[config.mk]
export PLATFORM = sky130hd
export DESIGN_NAME = z_streamer
export DESIGN_NICKNAME = d
export VERILOG_FILES = /design/src/rtl/matmul_pkg.sv /design/src/rtl/z_stream_fifo.sv /design/src/rtl/z_streamer.sv
export SDC_FILE = /design/constraint.sdc
export NUM_CORES = 1
export LEC_CHECK = 0
export ABC_CLOCK_PERIOD_IN_PS = 2500
export BUFFER_PORTS_ARGS = -buffer_cell sky130_fd_sc_hd__buf_2
export CAP_MARGIN = 5
export CORE_AREA = 8 8 104 106
export DETAILED_ROUTE_END_ITERATION = 12
export DIE_AREA = 0 0 112 114
export MAX_ROUTING_LAYER = met4
export PLACE_DENSITY = 0.73
export SLEW_MARGIN = 20
export SYNTH_ARGS = -nofsm -noshare
export SYNTH_HDL_FRONTEND = slang
export SYNTH_SLANG_ARGS = --single-unit
[constraint.sdc]
create_clock -name clock -period 2.5 [get_ports clock]
set_clock_uncertainty 0.05 [all_clocks]
set_input_delay 0 -clock clock [delete_from_list [all_inputs] [get_ports clock]]
set_output_delay 0 -clock clock [all_outputs]
set_load 0.1 [all_outputs]
[src/rtl/matmul_pkg.sv]
// Shared definitions for the matrix-multiply result path.
// Holds the result-streamer state encoding, default data/address widths
// and the output FIFO geometry used by z_streamer and z_stream_fifo.
package matmul_pkg;

   localparam int unsigned DEF_DATA_WIDTH = 32;
   localparam int unsigned DEF_ADDR_WIDTH = 10;
   localparam int unsigned DEF_NUM_WORDS  = 1024;

   // Output FIFO geometry: two entries cover the one-cycle memory latency
   // while still sustaining one word per cycle.
   localparam int unsigned FIFO_DEPTH     = 2;
   localparam int unsigned FIFO_CNT_WIDTH = 2;

   typedef enum logic [1:0] {
      IDLE   = 2'd0,
      STREAM = 2'd1,
      DRAIN  = 2'd2
   } z_state_e;

endpackage : matmul_pkg

[src/rtl/z_stream_fifo.sv]
// Two-entry output FIFO for the result streamer.
// Ports:
//   clock, reset      - rising-edge clock, synchronous active-high reset
//   push, push_data   - write one entry (ignored when full without a pop)
//   pop               - remove the head entry (ignored when empty)
//   head              - current head entry (registered storage)
//   count             - number of valid entries (0..2)
module z_stream_fifo
   import matmul_pkg::*;
#(
   parameter int unsigned WIDTH = DEF_DATA_WIDTH + 1
) (
   input  logic                      clock,
   input  logic                      reset,
   input  logic                      push,
   input  logic [WIDTH-1:0]          push_data,
   input  logic                      pop,
   output logic [WIDTH-1:0]          head,
   output logic [FIFO_CNT_WIDTH-1:0] count
);

   logic [WIDTH-1:0]          entry_q [FIFO_DEPTH];
   logic [WIDTH-1:0]          entry_d [FIFO_DEPTH];
   logic                      rd_ptr_q, rd_ptr_d;
   logic                      wr_ptr_q, wr_ptr_d;
   logic [FIFO_CNT_WIDTH-1:0] count_q, count_d;
   logic                      do_push, do_pop;

   // Next-state for storage, pointers and occupancy.
   always_comb begin
      entry_d  = entry_q;
      rd_ptr_d = rd_ptr_q;
      wr_ptr_d = wr_ptr_q;
      do_pop   = pop && (count_q != '0);
      // A push into a full FIFO is only legal when the head leaves this cycle.
      do_push  = push && ((count_q != FIFO_CNT_WIDTH'(FIFO_DEPTH)) || do_pop);
      if (do_push) begin
         entry_d[wr_ptr_q] = push_data;
         wr_ptr_d          = ~wr_ptr_q;
      end
      if (do_pop) begin
         rd_ptr_d = ~rd_ptr_q;
      end
      count_d = count_q + FIFO_CNT_WIDTH'(do_push) - FIFO_CNT_WIDTH'(do_pop);
   end

   // Storage and pointer registers.
   always_ff @(posedge clock) begin
      if (reset) begin
         for (int unsigned i = 0; i < FIFO_DEPTH; i++) begin
            entry_q[i] <= '0;
         end
         rd_ptr_q <= 1'b0;
         wr_ptr_q <= 1'b0;
         count_q  <= '0;
      end else begin
         entry_q  <= entry_d;
         rd_ptr_q <= rd_ptr_d;
         wr_ptr_q <= wr_ptr_d;
         count_q  <= count_d;
      end
   end

   assign head  = entry_q[rd_ptr_q];
   assign count = count_q;

endmodule : z_stream_fifo

[src/rtl/z_streamer.sv]
// Streams the result matrix out of the Z memory as a valid/ready word stream.
// On start, reads addresses 0..NUM_WORDS-1 (1-cycle read latency) into a
// two-entry FIFO and presents them on out_*; out_last marks the final word
// and done pulses the cycle after it is accepted.
// Optional clear-on-read: define Z_STREAMER_CLEAR_EN to zero each word on the
// memory's second port in the cycle it is captured; otherwise z_clr_* are 0.
// Ports:
//   clock, reset                        - clock, synchronous active-high reset
//   start / busy / done                 - launch, activity flag, completion pulse
//   z_addr, z_rd_en, z_dout             - read port of the result memory
//   z_clr_addr, z_clr_din, z_clr_wr_en  - write port used for clearing
//   out_data, out_valid, out_ready, out_last - output stream
module z_streamer
   import matmul_pkg::*;
#(
   parameter int unsigned DATA_WIDTH = DEF_DATA_WIDTH,
   parameter int unsigned ADDR_WIDTH = DEF_ADDR_WIDTH,
   parameter int unsigned NUM_WORDS  = DEF_NUM_WORDS
) (
   input  logic                  clock,
   input  logic                  reset,
   input  logic                  start,
   output logic                  busy,
   output logic                  done,
   output logic [ADDR_WIDTH-1:0] z_addr,
   output logic                  z_rd_en,
   input  logic [DATA_WIDTH-1:0] z_dout,
   output logic [ADDR_WIDTH-1:0] z_clr_addr,
   output logic [DATA_WIDTH-1:0] z_clr_din,
   output logic                  z_clr_wr_en,
   output logic [DATA_WIDTH-1:0] out_data,
   output logic                  out_valid,
   input  logic                  out_ready,
   output logic                  out_last
);

   localparam int unsigned           FIFO_W    = DATA_WIDTH + 1;
   localparam int unsigned           CRED_W    = 3;
   localparam logic [ADDR_WIDTH-1:0] LAST_ADDR = ADDR_WIDTH'(NUM_WORDS - 1);

   z_state_e                  state_q, state_d;
   logic [ADDR_WIDTH-1:0]     addr_q, addr_d;
   logic                      cap_q, cap_d;
   logic                      cap_last_q, cap_last_d;
   logic                      busy_q, busy_d;
   logic                      done_q, done_d;
   logic                      issue_c;
   logic                      pop_c;
   logic [CRED_W-1:0]         credit_c;
   logic [FIFO_CNT_WIDTH-1:0] fifo_count;
   logic [FIFO_W-1:0]         fifo_head;

   assign out_valid = (fifo_count != '0);
   assign pop_c     = out_valid && out_ready;

   // Sequencer: issue reads while the FIFO plus in-flight word leaves room.
   always_comb begin
      state_d    = state_q;
      addr_d     = addr_q;
      cap_d      = 1'b0;
      cap_last_d = 1'b0;
      done_d     = 1'b0;
      issue_c    = 1'b0;
      // Occupancy this FIFO will have once the in-flight word lands and the
      // head (if accepted now) leaves.
      credit_c   = CRED_W'(fifo_count) + CRED_W'(cap_q) - CRED_W'(pop_c);
      unique case (state_q)
         IDLE: begin
            if (start) begin
               state_d = STREAM;
               addr_d  = '0;
            end
         end
         STREAM: begin
            if (credit_c < CRED_W'(FIFO_DEPTH)) begin
               issue_c    = 1'b1;
               cap_d      = 1'b1;
               cap_last_d = (addr_q == LAST_ADDR);
               // Address saturates at the last word; the FSM leaves STREAM.
               if (addr_q == LAST_ADDR) begin
                  state_d = DRAIN;
               end else begin
                  addr_d = addr_q + ADDR_WIDTH'(1);
               end
            end
         end
         DRAIN: begin
            if (pop_c && out_last) begin
               state_d = IDLE;
               done_d  = 1'b1;
               addr_d  = '0;
            end
         end
         default: begin
            state_d = IDLE;
         end
      endcase
      busy_d = (state_d != IDLE);
   end

   // Control registers.
   always_ff @(posedge clock) begin
      if (reset) begin
         state_q    <= IDLE;
         addr_q     <= '0;
         cap_q      <= 1'b0;
         cap_last_q <= 1'b0;
         busy_q     <= 1'b0;
         done_q     <= 1'b0;
      end else begin
         state_q    <= state_d;
         addr_q     <= addr_d;
         cap_q      <= cap_d;
         cap_last_q <= cap_last_d;
         busy_q     <= busy_d;
         done_q     <= done_d;
      end
   end

   // Read strobe is suppressed during reset so an aborted stream stops at once.
   assign z_rd_en = issue_c && !reset;
   assign z_addr  = addr_q;
   assign busy    = busy_q;
   assign done    = done_q;

   // Output FIFO carries {last, data}.
   z_stream_fifo #(
      .WIDTH (FIFO_W)
   ) u_fifo (
      .clock     (clock),
      .reset     (reset),
      .push      (cap_q),
      .push_data ({cap_last_q, z_dout}),
      .pop       (pop_c),
      .head      (fifo_head),
      .count     (fifo_count)
   );

   assign out_last = fifo_head[FIFO_W-1];
   assign out_data = fifo_head[DATA_WIDTH-1:0];

`ifdef Z_STREAMER_CLEAR_EN
   logic [ADDR_WIDTH-1:0] cap_addr_q, cap_addr_d;

   // Address of the word being captured, reused as the clear address.
   always_comb begin
      cap_addr_d = cap_addr_q;
      if (issue_c) begin
         cap_addr_d = addr_q;
      end
   end

   always_ff @(posedge clock) begin
      if (reset) begin
         cap_addr_q <= '0;
      end else begin
         cap_addr_q <= cap_addr_d;
      end
   end

   assign z_clr_wr_en = cap_q && !reset;
   assign z_clr_addr  = cap_addr_q;
   assign z_clr_din   = '0;
`else
   assign z_clr_wr_en = 1'b0;
   assign z_clr_addr  = '0;
   assign z_clr_din   = '0;
`endif

endmodule : z_streamer

==> impl_metrics.toml <==
[sta]
hold_violations = 0
tightestPinTransition_ns = 0.761
period_needed_ns = 2.53
period_share_pct = 101
rsz0062_at_grt = "true"
setup_viol = 3
maxSlewHeadroom_pct = 49.3
setup_ws_ns = -0.0262
max_freq_ghz = 0.396
finalMaxSlewViolations = 0

[clocking]
numClockSinks = 86
clkTransAtPathRegs_ns = 0.09
clock_path_buffers = 2
ctsHtreeMaxLevel = 3
cts_tree = "built"
root_buffer = "clkbuf_8"
numCtsBuffers = 9
clkLatencyLatePin_ns = 0.36

[power_and_ir_drop]
switching_power_mw = 2.16
leakage_nw = 2.07
ir_worst_vdd_mv = 0.493
p_comb_share_pct = 44.2
intPower_mw = 2.52
seq_power_share_pct = 33.6
switching_share_pct = 46.2
p_total_mw = 4.69
power_density_mw_per_mm2 = 935
pwr-share-clk_pct = 22.1

[floorplan]
dieArea_mm2 = 0.0128
die_x_um = 112
ioPinCount = 126
die_y_um = 114
start_util_pct = 45.1
core_mm2 = 0.00911
rows = 35

[finish]
antennaDiodeCount = 0
multi_input_area_mm2 = 0.00206
nNetsFinal = 640
seqCellArea_mm2 = 0.00172
area_growth_pct = 22.0
fin_area_mm2 = 0.00501
final_layout_size_suffix_gt1_share_pct = 25.2
nFillCells = 821

[grt]
grt_pass1_wl_mm = 16.3
grt_use_total_pct = 16.0
grt_max_degree = 74
grt_overflow = 0
antenna_found_initial = 0
grt_pass1_vias = 3533

[min_path]
hold_path_class = "in2reg"

[synthesis]
synth-seq-area-share_pct = 41.9
ys.warnings.count = 0
syn_inst = 494
avgSynthCellArea_um2 = 8.32
synth_area_mm2 = 0.00411
ys_ff_latch = 86
yosys.cell_types.count = 45

[flow_run]
cap_violations = 0

[detailed_routing]
ant_nets = 0
drcViolationCount = 0
viasPerCell = 5.03
num_vias = 3598
routed_wl_mm = 10.3
drt_iter0_markers = 193
dr.pass1.iters = 4
wire_per_inst_um = 14.4

[worst_setup_path]
criticalPathCategory = "reg2reg"
cp-start-kind = "flop"
cp_max_fo = 11
required_ns = 2.74
arrival_ns = 2.77
endpoint_kind = "flop"

[placed_design]
dp_hpwl_mm = 6.60
place_congestion = 0.798
place_area_mm2 = 0.00446
io_buffer_count = 82

[status]
status = "finished with violations"
violations = "setup timing"
## path summary, 6_finish.rpt
kind	from	end	slack [ns]	depth (start not counted)
worst max register to register	u_fifo.count[1]$_SDFF_PP0_	z_addr[8]$_SDFFE_PP0P_	-0.03	9
worst min-delay path	out_ready	done$_SDFF_PP0_	0.05	4
worst max-delay path	u_fifo.count[1]$_SDFF_PP0_	z_addr[8]$_SDFFE_PP0P_	-0.03	9
worst min register to register	u_fifo.entry_q[55]$_SDFFE_PP0P_	u_fifo.entry_q[55]$_SDFFE_PP0P_	0.41	2
## placed cells by master, fill, tap and decap left out, types with 3 or more instances in the layout
cell type      count
ha_1               4
inv_1              6
dfxtp_1           85
dlygate4sd3_1     34
nand2b_1           6
a21oi_1           69
mux2i_1            8
clkbuf_8          11
buf_2             81
nand2_1          148
nor4b_1            3
nand4_1            3
nor3b_1            3
nand3_1            4
o21ai_0            3
buf_4             11
conb_1            43
mux2_2            32
nor4_1             5
nor2_1             7
## stage by stage
step | std cells | TNS [ns] | util [%] | hold slack [ns] | setup WS, ns
after floorplan | 536 | -0.0637 | - | 0.0860 | -0.0567
after global placement | 665 | 0 | 48.9 | 0.201 | 0.0710
after detailed placement | 665 | -0.00358 | 48.9 | 0.208 | -0.00358
after CTS | 715 | -0.0538 | 55.0 | 0.0492 | -0.0260
after global routing | 715 | -0.726 | 55.0 | 0.0664 | -0.114
final | 715 | -0.0556 | 55.0 | 0.0529 | -0.0262
## Yosys cell counts, drive strengths merged
library cell  instances  area, um^2
nand4bb               1        11.3
xor2                  1        8.76
dfxtp                86        1720
o31ai                 1        7.51
o21a                  2        22.5
nor3b                 3        22.5
nor4                  5        31.3
nand3                 4        20.0
or2                   1        6.26
a31oi                 1        21.3
nor2b                 2        12.5
a21boi                1        7.51
nor3                  3        15.0
o21ai                 3        15.0
or3                   1        6.26
o22ai                 1        6.26
buf                  56         403
nand2               148         556
fa                    1        20.0
a41oi                 1        8.76
nor4b                 3        26.3
or4b                  1        10.0
and4                  1        8.76
o311ai                1        8.76
nor2                  8        30.0
inv                   6        22.5
mux2                 33         375
clkbuf               19        72.6
nand2b                7        43.8
ha                    4        50.1
a311oi                1        26.3
conb                  1        3.75
xnor2                 3        33.8
mux2i                 8        80.1
nand4                 3        18.8
and3                  1        6.26
or3b                  1        8.76
or4                   2        15.0
a21oi                69         345
## power by group through the flow
stage | logic, mW | clock network (mW) | registers, mW
detailed placement | 2.03 | 0 | 1.61
CTS | 2.07 | 1.06 | 1.58
global route | 2.18 | 1.11 | 1.59
global placement | 2.01 | 0 | 1.60
finish | 2.07 | 1.04 | 1.58
floorplan | 1.73 | 0 | 1.63
## critical path, cell delays in order (launching register included)
cell      delay (ns)
dfxtp_2         0.33
o21a_1          0.18
ha_1            0.27
nand2b_4        0.14
fa_2            0.35
xnor2_2         0.17
o311ai_1        0.13
buf_4           0.19
nor4b_1         0.43
mux2i_1         0.22
## sequential cells by signal (all words and copies together) (netlist names)
register / flops
state_q: 2
cap_last_q: 1
u_fifo.wr_ptr_q: 1
cap_q: 1
u_fifo.rd_ptr_q: 1
done: 1
u_fifo.count: 2
z_addr: 10
u_fifo.entry_q: 66
busy: 1
## layer usage
layer / vias to the layer above / track usage [%] / part of all wire (%)
met5: - / - / 0
met4: 0 / 6.12 / 1.3
met3: 10 / 3.75 / 5.4
met2: 116 / 28.4 / 52
met1: 1711 / 17.0 / 41
li1: 1761 / - / -
## cells by family (layout without fill, tap and decap cells)
kind of cell               count (synthesis)  count (layout)  share of synthesized area (%)
and+or+nand+nor                          195             195                           20.6
DFF                                       86              86                           41.9
AOI/OAI and AO/OA                         81              81                           11.4
buffers and inverters                     81             149                           12.1
muxes                                     41              41                           11.1
adders and majority gates                  5               5                           1.71
xor gates and xnor gates                   4               4                           1.04
other                                      1              43                         0.0913
## layout make-up
type / count / area share (%)
Multi-Input combinational cell: 369 / 41.2
Sequential cell: 86 / 34.4
Timing Repair Buffer: 127 / 16.9
Clock buffer: 11 / 3.02
Tap cell: 111 / 2.77
Clock inverter: 5 / 1.27
Inverter: 6 / 0.449
## timing repair
item | 4_1_cts | 5_1_grt
hold buffers | 34 | 0
buffers inserted | 0 | 0
pin swaps | 1 | 0
endpoints found under the setup margin | 3 | 11
resized for setup | 0 | 0
gates cloned | 0 | 0
hold endpoints to repair | 73 | 0
No activity file was read; power rests on OpenSTA's default activity.
